--- src/rtl/line_buf_sched.sv ---
// Ring scheduler for BUF_CNT line buffers: steers input lines into a write buffer,
// pops the oldest unread buffer on downstream request and counts dropped lines.
module line_buf_sched #(
  parameter int BUF_CNT    = 2,
  parameter int PX_PER_CLK = 4,
  parameter int CNT_WIDTH  = 16
) (
  input  logic                            clk_i,
  input  logic                            rst_i,
  input  logic [PX_PER_CLK-1:0]           px_data_val_i,
  input  logic                            line_end_i,
  input  logic                            line_req_i,
  input  logic [BUF_CNT-1:0]              buf_empty_i,
  input  logic [BUF_CNT-1:0]              buf_unread_i,
  input  logic [BUF_CNT-1:0]              buf_line_end_i,
  output logic [BUF_CNT*PX_PER_CLK-1:0]   buf_px_val_o,
  output logic [BUF_CNT-1:0]              buf_pop_o,
  output logic [$clog2(BUF_CNT)-1:0]      rd_sel_o,
  output logic                            rd_busy_o,
  output logic                            line_avail_o,
  output logic [CNT_WIDTH-1:0]            drop_cnt_o
);

  localparam int IDX_W = $clog2(BUF_CNT);

  typedef enum logic [1:0] {
    IDLE,
    POP,
    READ
  } state_t;

  state_t                 state_q;
  logic [BUF_CNT-1:0]     bufPop_q;
  logic [IDX_W-1:0]       wrIdx_q, wrIdx_d;
  logic [IDX_W-1:0]       rdIdx_q, rdIdx_d;
  logic [CNT_WIDTH-1:0]   dropCnt_q, dropCnt_d;

  logic                   wrEnd;
  logic [IDX_W-1:0]       nextWr;
  logic                   collide;
  logic                   dropOldest;
  logic                   dropInFlight;
  logic                   lineAvail;
  logic                   readDone;

  function automatic logic [IDX_W-1:0] nextIdx(input logic [IDX_W-1:0] x);
    return (x == IDX_W'(BUF_CNT - 1)) ? '0 : x + IDX_W'(1);
  endfunction

  // Write-side decisions always look at the pre-update read state and index.
  always_comb begin
    wrEnd        = (|px_data_val_i) && line_end_i;
    nextWr       = nextIdx(wrIdx_q);
    collide      = wrEnd && (nextWr == rdIdx_q);
    dropOldest   = collide && (state_q == IDLE) && buf_unread_i[nextWr];
    dropInFlight = collide && (state_q != IDLE);
    lineAvail    = (state_q == IDLE) && buf_unread_i[rdIdx_q] && !buf_empty_i[rdIdx_q];
    readDone     = (state_q == READ) && buf_line_end_i[rdIdx_q];
  end

  always_comb begin
    wrIdx_d   = wrIdx_q;
    rdIdx_d   = rdIdx_q;
    dropCnt_d = dropCnt_q;
    if (wrEnd && !dropInFlight) begin
      wrIdx_d = nextWr;
    end
    if (dropOldest) begin
      rdIdx_d = nextIdx(nextWr);
    end else if (readDone) begin
      rdIdx_d = nextIdx(rdIdx_q);
    end
    if ((dropOldest || dropInFlight) && (dropCnt_q != '1)) begin
      dropCnt_d = dropCnt_q + CNT_WIDTH'(1);
    end
  end

  always_ff @(posedge clk_i or posedge rst_i) begin
    if (rst_i) begin
      wrIdx_q   <= '0;
      rdIdx_q   <= '0;
      dropCnt_q <= '0;
    end else begin
      wrIdx_q   <= wrIdx_d;
      rdIdx_q   <= rdIdx_d;
      dropCnt_q <= dropCnt_d;
    end
  end

  // A drop-oldest moves rdIdx this cycle, so a pop of the stale index is held off.
  always_ff @(posedge clk_i or posedge rst_i) begin
    if (rst_i) begin
      state_q  <= IDLE;
      bufPop_q <= '0;
    end else begin
      case (state_q)
        IDLE: begin
          bufPop_q <= '0;
          if (line_req_i && lineAvail && !dropOldest) begin
            state_q  <= POP;
            bufPop_q <= BUF_CNT'(1) << rdIdx_q;
          end
        end
        POP: begin
          bufPop_q <= '0;
          state_q  <= READ;
        end
        READ: begin
          bufPop_q <= '0;
          if (buf_line_end_i[rdIdx_q]) begin
            state_q <= IDLE;
          end
        end
        default: begin
          bufPop_q <= '0;
          state_q  <= IDLE;
        end
      endcase
    end
  end

  always_comb begin
    buf_px_val_o = '0;
    for (int k = 0; k < BUF_CNT; k++) begin
      if (wrIdx_q == IDX_W'(k)) begin
        buf_px_val_o[k*PX_PER_CLK +: PX_PER_CLK] = px_data_val_i;
      end
    end
  end

  assign buf_pop_o    = bufPop_q;
  assign rd_sel_o     = rdIdx_q;
  assign rd_busy_o    = (state_q != IDLE);
  assign line_avail_o = lineAvail;
  assign drop_cnt_o   = dropCnt_q;

endmodule
--- config.mk ---
export PLATFORM = sky130hd
export DESIGN_NAME = line_buf_sched
export DESIGN_NICKNAME = d
export VERILOG_FILES = /design/src/rtl/line_buf_sched.sv
export SDC_FILE = /design/constraint.sdc
export NUM_CORES = 1
export LEC_CHECK = 0
export BUFFER_PORTS_ARGS = -buffer_cell sky130_fd_sc_hd__buf_2
export CAP_MARGIN = 20
export CORE_UTILIZATION = 40
export DETAILED_ROUTE_END_ITERATION = 8
export MAX_ROUTING_LAYER = met4
export PLACE_DENSITY = 0.68
export SYNTH_ARGS = -nofsm -noshare
export SYNTH_HDL_FRONTEND = slang
export SYNTH_SLANG_ARGS = --single-unit
--- constraint.sdc ---
create_clock -name clk_i -period 1.6 [get_ports clk_i]
set_input_delay 0.08 -clock clk_i [delete_from_list [all_inputs] [get_ports clk_i]]
set_output_delay 0.08 -clock clk_i [all_outputs]
set_load 0.01 [all_outputs]
# Yosys cells after proc, flatten, opt, wreduce, memory -nomap -nowiden
# Cells that the tools add are included.
[op_classes]
shift = 1
muxes = 20
n_eq_ne = 6
add_sub_neg = 4
order_cmp = 2
reduce_logical = 21
[ops]
columns = ["op", "count"]
rows = [
  ["adder 16 x 1 -> 16 bit (second input constant)", 1],
  ["inequality test 16 bit (second input constant)", 1],
  ["two-way mux 1 bit", 13],
  ["logical AND 1 bit", 12],
  ["two-way mux 2 bit", 4],
  ["two-way mux 4 bit", 2],
  ["one-hot mux 2 bit (3 select lines)", 1],
  ["< comparator 1 x 2 -> 1 bit (second input constant)", 2],
  ["inequality test 2 x 1 -> 1 bit (second input constant)", 2],
  ["nonzero test 2 bit", 2],
  ["OR reduction 4 bit", 1],
  ["adder 1 bit (second input constant)", 3],
  ["logical NOT 1 bit", 3],
  ["== test 2 x 1 -> 1 bit (second input constant)", 1],
  ["== test 2 bit (second input constant)", 1],
  ["logical NOT 2 bit", 1],
  ["AND reduction 2 bit", 1],
  ["left shift 1 x 1 -> 2 bit (first input constant)", 1],
  ["== test 1 bit", 1],
  ["logical OR 1 bit", 1],
]
[word_totals]
out_inout_bits = 29
ff_bits = 22

# Depth between registers and ports, before layout
# Gate-level depths: netlist of the first run.
[logic_depth]
ltp_word = 10
depth_mapped = 6

# Worst setup path after synthesis of the first run
# OpenSTA, ideal clock, no wires.
[synth_path]
path_type = "flip-flop to flip-flop"
startpoint = "register dropCnt_q[0], in the netlist drop_cnt_o[0]"
endpoint = "register dropCnt_q[2], in the netlist drop_cnt_o[2]"
path_slack_ns = -0.223
synth_period_minus_slack_ns = 1.823
path_buffers = 1
path_stages_with_launch = 7
arrival_time_ns = 1.690
setup_ns = 0.133
cell_sequence = "dfrtp_1 -> ha_1 -> nand4_1 -> nor4_2 -> buf_4 -> nor3b_1 -> xor2_1"
[synth_via]
elab_chain_len = 2
word_cells_on_any_way = 3
cone_classes = "add/sub: 1; eq/ne: 1; reduce/logical: 1"
[synth_rtl]
columns = ["element", "line", "text"]
rows = [
  ["start: declaration", "36", "logic [CNT_WIDTH-1:0] dropCnt_q, dropCnt_d;"],
  ["start signal: assignment", "86", "dropCnt_q <= dropCnt_d;"],
  ["parallel branches: the longest is 2 deep, another holds adder 16 x 1 -> 16 bit", "-", ""],
]
# Parallel ways; which one is timed is not known.
# A chain may end at the register's enable or synchronous reset.

# Final worst setup path of the first run
[layout_path]
startpoint = "register rdIdx_q, in the netlist rd_sel_o"
endpoint = "register dropCnt_q[13], in the netlist drop_cnt_o[13]"
[layout_via]
elab_chain_len = 6
word_cells_on_any_way = 7
cone_classes = "eq/ne: 1; reduce/logical: 6"
[layout_rtl]
columns = ["element", "line", "text"]
rows = [
  ["start: declaration", "35", "logic [IDX_W-1:0] rdIdx_q, rdIdx_d;"],
  ["start signal: assignment", "85", "rdIdx_q <= rdIdx_d;"],
  ["== test 1 bit *", "54", "collide = wrEnd && (nextWr == rdIdx_q);"],
  ["logical AND 1 bit *", "54", ""],
  ["logical AND 1 bit (2 in a row)", "55", "dropOldest = collide && (state_q == IDLE) && buf_unread_i[nextWr];"],
  ["logical OR 1 bit *", "73", "if ((dropOldest || dropInFlight) && (dropCnt_q != '1)) begin"],
  ["logical AND 1 bit *", "73", ""],
]
# Every way passes the cells marked *; elsewhere a longest branch is shown, timed or not.

==> out/qor.txt, run 1 <==
Pins Over Slew Limit -> 0
Core Box Area -> 3028 µm²
CP Launch Type -> flop
Critical path depth -> 5
Post-synthesis mux area share -> 5.138%
DR vias/cell -> 5.155
DRT iter0 DRCs -> 29
Hold_sp -> buf_unread_i[0]
Ports -> 43
Simple-gate portion of the synthesized area -> 29.05%
Fin crit share -> 106.8%
Register area share after synthesis -> 43.48%
Buf/Inv on CP -> 1
Critical-path top delay cell -> dfrtp_2
Critical Path Max Stage Delay -> 0.47 ns
Die width -> 58.27 µm
Initial Util -> 41.82%
RSZ-0062 raised after global routing -> yes
Syn-to-layout area delta -> 58.70%
EDFF count, synth -> 0
Arr. time, crit path -> 1.92 ns
R2R Path End -> drop_cnt_o[13]$_DFFE_PP0P_
Drt wl/cell -> 13.97 µm
Worst-Skew Late Latency -> 0.31 ns
Hold Crit Endpoint -> buf_pop_o[0]$_DFF_PP0_
Primary FF master, synth -> dfrtp_1
Syn_nets -> 133
Synthesized cell area -> 1266 µm²
Initial antenna violation count -> 0
Netlist cell types -> 39
Setup ws final -> -0.1092 ns
Worst VDD drop -> 0.0006916 V
Gpl congestion -> 0.8433
#FFs+latches synth -> 22
CP Capture Type -> flop
R2R Setup Slk -> -0.11 ns
Post-route insts no fill -> 238
CTS max path bufs -> 2
Synth top area share -> 43.48%
Post-Synthesis Cells -> 118
Relative slew slack -> 68.27%
Die ar. -> 3395 µm²
WS Path Type -> flop to flop
Crit-path leading delay family -> flip-flops
CTS tree -> yes
Remaining antenna violation count -> 0
Drc violations -> 0
Fmax achieved -> 585.1 MHz
Post-layout util -> 66.36%
Routed vias -> 1227
DR pass1 iterations -> 4
Routed wire length -> 3.325 mm
Largest net degree at the start of global routing -> 14
Req. time, crit path -> 1.81 ns
Failing checks -> negative setup slack
Worst Tran Pin Value -> 0.4755 ns
Synth Warn # -> 0
Main combinational cell family by area after synthesis -> simple AND/OR/NAND/NOR gates
Buffers on Ports -> 42
Synth top area cells -> dfrtp_1 43%, xor2_1 9.0%, nor4_2 4.0%
CP Max Fanout -> 7
Row cnt -> 20
Post-synthesis xor/xnor area fraction -> 9.684%
Placed cells -> 226
Avg Cell Area, Syn -> 10.73 µm²
Number of global-route vias before repair -> 1086
Hpwl dp -> 2.245 mm
CP Cell Sequence -> mux2i_2 -> a211o_4 -> buf_6 -> nor3_4 -> xor2_1
Fillers -> 236
Pwr dens -> 1350 nW/µm²
Clk slew on worst S/H paths -> 0.11 ns
Outcome -> finished, violations left
Max Clock Skew -> 0.02321 ns
Async set-reset flop share out of synthesis -> 100.0%
Ratio of cells with drive above 1 in the final layout -> 57.22%
GRT Total Usage -> 19.11%
H-tree levels -> 1
Root Driver -> clkbuf_4
Hold Crit Class -> input port to flop
Global-route wire length before repair -> 4.747 mm
Diodes inserted -> 0
Endpoints failing setup -> 16
Final hold violation count -> 0
P_leak -> 0.0009277 µW
Max-Cap Viols -> 0
Final nets -> 210
Die H -> 58.27 µm
Complex-gate fraction of the synthesized area -> 8.893%
Num CTS Buffers -> 3
WHS Path Cells -> 2
Reg2Reg Depth -> 5
Post-layout min period -> 1.709 ns
Setup TNS -> -0.7401 ns
GRT overflow -> 0
Reg2reg start -> rd_sel_o$_DFFE_PP0P_
Sink Count -> 22
Area leader, netlist -> dfrtp_1
Post-Synth Adder-Cell Area -> 0.9881%
## worst max-delay path by stage
| stage | to | start |
|---|---|---|
| 2_1_floorplan | drop_cnt_o[2]$_DFFE_PP0P_ | drop_cnt_o[0]$_DFFE_PP0P_ |
| 3_3_place_gp | drop_cnt_o[6]$_DFFE_PP0P_ | rd_sel_o$_DFFE_PP0P_ |
| 5_1_grt | drop_cnt_o[2]$_DFFE_PP0P_ | drop_cnt_o[1]$_DFFE_PP0P_ |
| 6_report | drop_cnt_o[13]$_DFFE_PP0P_ | rd_sel_o$_DFFE_PP0P_ |
| 4_1_cts | line_avail_o | rd_sel_o$_DFFE_PP0P_ |
| 3_5_place_dp | drop_cnt_o[6]$_DFFE_PP0P_ | rd_sel_o$_DFFE_PP0P_ |
## sequential cells by signal, indices dropped and copies added (netlist names)
| signal | cells |
|---|---|
| rd_sel_o | 1 |
| wrIdx_q | 1 |
| state_q | 2 |
| drop_cnt_o | 16 |
| buf_pop_o | 2 |
## what timing repair did
item                                    4_1_cts  5_1_grt
endpoints found under the setup margin       14       18
hold buffers                                  1        0
pin swaps                                    12       17
gates cloned                                  1        0
resized for setup                            17       21
setup buffers                                 4        2
endpoints found under the hold margin        12        0
## layer usage
layer,part of all wire [%],GRT usage [%],up-vias
met5,0,-,-
met4,1.5,7.143,0
met3,2.9,2.232,4
met2,52,32.84,34
met1,44,22.98,600
li1,-,-,589
## layout make-up
class	count	area, µm²	area share (%)
Tap cell	44	55.05	2.740
Inverter	2	7.507	0.3736
Clock buffer	4	36.28	1.806
Sequential cell	22	551.8	27.46
Multi-Input combinational cell	90	862.1	42.90
Timing Repair Buffer	76	496.7	24.72
## report_power, final
part / total (µW) / internal [µW] / switching (µW) / leakage, µW
Clock: 312 / 139 / 173 / 0.0000210
Combinational: 1560 / 767 / 796 / 0.000634
Sequential: 837 / 706 / 131 / 0.000273
Total: 2710 / 1610 / 1100 / 0.000928
## placed cells by master, fill, tap and decap left out, types with 3 or more instances in the layout
| master | instances |
|---|---|
| o31ai_1 | 3 |
| and2_1 | 4 |
| nand2_1 | 7 |
| nor4_4 | 7 |
| nand3_1 | 7 |
| buf_6 | 5 |
| a21oi_1 | 3 |
| buf_4 | 28 |
| buf_2 | 41 |
| dfrtp_1 | 21 |
| nor2_1 | 3 |
| nand4_1 | 3 |
| xor2_1 | 13 |
| nor2b_1 | 5 |
| nor3_4 | 4 |
| clkbuf_4 | 3 |
## cells by family (layout without fill, tap and decap cells)
family,Yosys count,in the layout
AND/OR/NAND/NOR,56,56
flip-flops,22,22
XOR/XNOR,14,14
AO/OA/AOI/OAI,13,13
multiplexers,6,6
buffers and inverters,6,82
adder cells (fa/ha/maj),1,1
## metrics by stage
stage | hold slack (ns) | cell area (µm²) | power, µW | setup WS [ns]
finish | 0.03580 | 2009 | 2712 | -0.1092
CTS | 0.006783 | 1883 | 2561 | -0.05427
detailed placement | 0.1221 | 1713 | 2078 | -0.1827
floorplan | 0.06916 | 1286 | 1549 | -0.2227
global route | 0.006255 | 2009 | 2890 | -0.1538
global placement | 0.1171 | 1713 | 2036 | -0.08853
## synth_stat cells (2+ instances only)
cell type	instances
dfrtp_1	22
xor2_1	13
nand2_1	8
nand3_1	8
nor3_1	7
nor2b_1	5
and2_1	4
mux2_2	4
nor2_1	4
nor4_2	4
a21oi_1	3
nand4_1	3
o31ai_1	3
inv_1	2
mux2i_1	2
nor4_1	2
nor4_4	2
(Power assumes the default switching activity.)
==> run 2, diff against run 1 <==
==> constraint.sdc (replaced) <==
create_clock -name clk_i -period 1.6 [get_ports clk_i]
set_input_delay 0.08 -clock clk_i [delete_from_list [all_inputs] [get_ports clk_i]]
set_output_delay 0.08 -clock clk_i [all_outputs]
set_load 0.02 [all_outputs]
==> run 2 against run 1 <==
  * The run still ends with negative setup slack left
  * Sequential share of layout area shrank 0.62 points
  * Sequential cell count is the same
  * Cell count grew 2.9%
  * Power grew 6.8%
  * Core utilization grew 2.3 points
  * Register-to-register slack gained 0.02 ns
  * Critical path depth grew 2
  * Global-route usage grew 0.45 points
  * Combinational power grew 12%
  * Final area grew 3.5%
  * Clock skew shrank 0.014 ns
  * Worst setup slack gained 0.019 ns
  * Critical path type unchanged
==> out/qor.txt, run 2 (synthesis gave the netlist of run 1 again) <==
Outcome -> finished, violations left
Failing checks -> negative setup slack
Pins Over Slew Limit -> 0
RSZ-0062 raised after global routing -> yes
Hold_ws -> 0.03093 ns
Fin crit share -> 105.6%
Worst VDD drop -> 0.0009517 V
DR pass1 iterations -> 4
Die ar. -> 3395 µm²
Post-layout min period -> 1.690 ns
Hold Crit Class -> input port to flop
Global-route wire length before repair -> 4.947 mm
H-tree levels -> 1
Storage cell area -> 558.0 µm²
Core Box Area -> 3028 µm²
Die H -> 58.27 µm
Final instance area -> 2079 µm²
Relative slew slack -> 75.66%
Final hold violation count -> 0
Hpwl dp -> 2.274 mm
Fillers -> 233
Num CTS Buffers -> 3
Remaining antenna violation count -> 0
Arr. time, crit path -> 1.91 ns
Syn-to-layout area delta -> 64.23%
CP Launch Type -> flop
CTS max path bufs -> 2
R2R Setup Slk -> -0.09 ns
Max Clock Skew -> 0.009497 ns
Drc violations -> 0
Initial antenna violation count -> 0
Clk slew on worst S/H paths -> 0.13 ns
Diodes inserted -> 0
GRT overflow -> 0
Final nets -> 217
Drt wl/cell -> 13.97 µm
Ratio of cells with drive above 1 in the final layout -> 59.70%
DRT iter0 DRCs -> 26
Fmax achieved -> 591.7 MHz
Buffers on Ports -> 42
GRT Total Usage -> 19.56%
Routed vias -> 1244
Row cnt -> 20
Worst Tran Pin Value -> 0.3638 ns
Max FFs per register -> 16
Gpl congestion -> 0.8121
Largest net degree at the start of global routing -> 23
Sink Count -> 22
Most common cell after layout, fill and taps aside -> buf_2
Root Driver -> clkbuf_4
P_leak -> 0.0009661 µW
CTS tree -> yes
Reg2Reg Depth -> 7
Ports -> 43
CP Capture Type -> flop
Most frequent cells in the layout -> 41 x buf_2, 32 x buf_4, 16 x dfrtp_1
Routed wire length -> 3.422 mm
Worst-Skew Late Latency -> 0.31 ns
Place WS -> -0.1369 ns
Pwr dens -> 1393 nW/µm²
DR vias/cell -> 5.078
Endpoints failing setup -> 11
Initial Util -> 41.82%
Max-Cap Viols -> 0
Req. time, crit path -> 1.82 ns
Multi-input combinational cell area -> 874.6 µm²
Setup ws final -> -0.08998 ns
Number of global-route vias before repair -> 1172
Die width -> 58.27 µm
WHS Path Cells -> 3
Post-layout util -> 68.68%
Placed Area -> 1769 µm²
CP Max Fanout -> 5
WS Path Type -> flop to flop
run 2: through the flow:
stage	std cells	TNS, ns	power, µW
after floorplan	118	-3.447	1732
after global placement	231	-0.1105	2272
after detailed placement	231	-0.5699	2334
after CTS	238	-0.7754	2667
after global routing	245	-1.727	3105
final	245	-0.6229	2897
run 2: layout make-up:
cell class,count,area share (%)
Tap cell,44,2.647
Clock buffer,4,1.745
Inverter,2,0.3610
Timing Repair Buffer,82,26.35
Multi-Input combinational cell,91,42.06
Sequential cell,22,26.84
run 2: worst max-delay path, stage by stage, from the launching register on:
cell and delay [ns]:
dfrtp_2 0.45, ha_4 0.16, nand4_1 0.16, nor4_4 0.06
buf_4 0.14, buf_6 0.14, nor4_4 0.28, xor2_1 0.21
run 2: layer usage:
layer  up-vias  track usage (%)  share of wire (%)
li1        603                -                  -
met1       603            22.71                 45
met2        33            34.81                 51
met3         5            2.009                3.0
met4         0            7.143               0.88
met5         -                -                  0
run 2: repair_timing:
action / CTS / global route
gates resized for setup: 4 / 37
endpoints found under the setup margin: 17 / 18
buffers inserted: 1 / 6
hold buffers: 2 / 0
pin swaps: 1 / 16
endpoints found under the hold margin: 23 / 0
cloned: 0 / 2
run 2: power breakdown:
group | total (µW) | internal [µW] | switching (µW)
combinational | 1740 | 768 | 970
clock | 308 | 139 | 169
sequential | 850 | 715 | 135
total | 2900 | 1620 | 1270
run 2: final timing paths:
kind,end,startpoint
setup / recovery,drop_cnt_o[8]$_DFFE_PP0P_,drop_cnt_o[1]$_DFFE_PP0P_
min in group asynchronous,buf_pop_o[1]$_DFF_PP0_,rst_i
hold / removal,buf_pop_o[0]$_DFF_PP0_,line_req_i
hold reg to reg,drop_cnt_o[11]$_DFFE_PP0P_,drop_cnt_o[11]$_DFFE_PP0P_
setup reg to reg,drop_cnt_o[8]$_DFFE_PP0P_,drop_cnt_o[1]$_DFFE_PP0P_
max in group asynchronous,drop_cnt_o[6]$_DFFE_PP0P_,rst_i
==> run 3, diff against run 2 <==
- MAX_ROUTING_LAYER: met4 -> default
==> run 3 against run 2 <==
  * The flow still finishes with violations (negative setup slack)
  * Power barely moved
  * Register-to-register slack barely moved
  * Clock power barely moved
  * Worst setup slack got worse by 0.0081 ns
  * Die area did not move
  * Hold slack improved by 0.0052 ns
  * Sequential cell count did not move
  * Clock skew fell by 0.0011 ns
  * Critical path depth did not move
  * Largest power group unchanged
==> out/qor.txt, run 3 (synthesis gave the netlist of run 1 again) <==
Gpl congestion -> 0.8005
Die width -> 58.27 µm
GRT overflow -> 0
Arr. time, crit path -> 1.92 ns
Largest net degree at the start of global routing -> 23
Failing checks -> negative setup slack
Remaining antenna violation count -> 0
P_leak -> 0.0009661 µW
Drc violations -> 0
Drt wl/cell -> 13.99 µm
Hpwl dp -> 2.274 mm
Outcome -> finished, violations left
Sink Count -> 22
Ratio of cells with drive above 1 in the final layout -> 59.70%
Root Driver -> clkbuf_4
Initial antenna violation count -> 0
Relative slew slack -> 76.36%
Reg2reg start -> drop_cnt_o[1]$_DFFE_PP0P_
Diodes inserted -> 0
Most common cell after layout, fill and taps aside -> buf_2
Hold Crit Class -> input port to flop
Routed vias -> 1237
RSZ-0062 raised after global routing -> yes
Routed wire length -> 3.427 mm
Post-layout min period -> 1.698 ns
Die H -> 58.27 µm
Worst Setup SP -> drop_cnt_o[1]$_DFFE_PP0P_
Setup ws final -> -0.09806 ns
Initial Util -> 41.82%
Row cnt -> 20
Placed cells -> 231
CP Launch Type -> flop
Power Total -> 2896 µW
Hold_ws -> 0.03613 ns
WHS Path Cells -> 3
Pins Over Slew Limit -> 0
Post-route insts no fill -> 245
WS Path Type -> flop to flop
Worst-Skew Late Latency -> 0.31 ns
Most frequent cells in the layout -> 41 x buf_2, 32 x buf_4, 16 x dfrtp_1
Num CTS Buffers -> 3
Fin crit share -> 106.1%
Number of global-route vias before repair -> 1169
Max Clock Skew -> 0.008399 ns
Setup crit end -> drop_cnt_o[8]$_DFFE_PP0P_
Syn-to-layout area delta -> 64.23%
CP Max Fanout -> 5
Worst Tran Pin Value -> 0.3534 ns
CTS max path bufs -> 2
Max FFs per register -> 16
CP Capture Type -> flop
R2R Setup Slk -> -0.1 ns
Fmax achieved -> 588.9 MHz
Global-route wire length before repair -> 4.961 mm
Worst VDD drop -> 0.0009513 V
DR pass1 iterations -> 4
Reg2Reg Depth -> 7
Die ar. -> 3395 µm²
Core Box Area -> 3028 µm²
Endpoints failing setup -> 11
Buffers on Ports -> 42
DR vias/cell -> 5.049
DRT iter0 DRCs -> 32
Ports -> 43
GRT Total Usage -> 19.03%
Pwr dens -> 1393 nW/µm²
Clk slew on worst S/H paths -> 0.13 ns
CTS tree -> yes
Final hold violation count -> 0
Req. time, crit path -> 1.82 ns
Max-Cap Viols -> 0
R2R Path End -> drop_cnt_o[8]$_DFFE_PP0P_
H-tree levels -> 1
Final nets -> 217
-- run 3: cell counts in the layout (fill, tap and decap cells not counted) --
Identical to the previous run, type by type.
-- run 3: worst min-delay path by stage --
stage,start,slack [ns],endpoint
after global routing,line_req_i,0.03,buf_pop_o[0]$_DFF_PP0_
after floorplan,rst_i,0.07,buf_pop_o[0]$_DFF_PP0_
after global placement,rst_i,0.12,buf_pop_o[1]$_DFF_PP0_
after CTS,line_req_i,0.02,buf_pop_o[1]$_DFF_PP0_
final,line_req_i,0.04,buf_pop_o[0]$_DFF_PP0_
after detailed placement,rst_i,0.14,buf_pop_o[1]$_DFF_PP0_
-- run 3: timing repair --
item,4_1_cts,5_1_grt
hold endpoints to repair,23,0
gates resized for setup,4,37
pin swaps,1,16
cloned,0,2
setup buffers,1,6
endpoints found under the setup margin,17,18
hold buffers,2,0
-- run 3: layer usage --
| layer | GRT usage (%) | wire length, µm | up-vias | part of all wire, % |
|---|---|---|---|---|
| li1 | - | - | 601 | - |
| met1 | 22.85 | 1539 | 600 | 45 |
| met4 | 7.143 | 33 | 0 | 0.96 |
| met2 | 34.81 | 1768 | 31 | 52 |
| met5 | 0 | 0 | - | 0 |
| met3 | 2.009 | 85 | 5 | 2.5 |
-- run 3: cell type report --
type | count | area, µm²
fillers | 233 | 948.4
multi-input cells | 91 | 874.6
flip-flops and latches | 22 | 558.0
repair buffers | 82 | 548.0
well taps | 44 | 55.05
clock buffers | 4 | 36.28
inverters | 2 | 7.507
-- run 3: report_power, final --
part	internal [µW]	switching, µW
Clock	139	167
Combinational	769	972
Sequential	715	134
Total	1620	1270
-- run 3: stage by stage --
| stage | setup TNS (ns) | utilization (%) | worst slack [ns] | instance area, µm² |
|---|---|---|---|---|
| final | -0.5908 | 68.68 | -0.09806 | 2079 |
| after global routing | -1.672 | 68.68 | -0.1615 | 2079 |
| after CTS | -0.7754 | 60.99 | -0.1086 | 1847 |
| after detailed placement | -0.5699 | 58.43 | -0.1369 | 1769 |
| after global placement | -0.1105 | 58.43 | -0.08133 | 1769 |
| after floorplan | -3.447 | - | -0.2932 | 1305 |
-- run 3: worst max-delay path: stages, from the launching register on --
cell     delay [ns]
dfrtp_2        0.45
ha_4           0.16
nand4_1        0.16
nor4_4         0.06
buf_4          0.14
buf_6          0.14
nor4_4         0.29
xor2_1         0.21
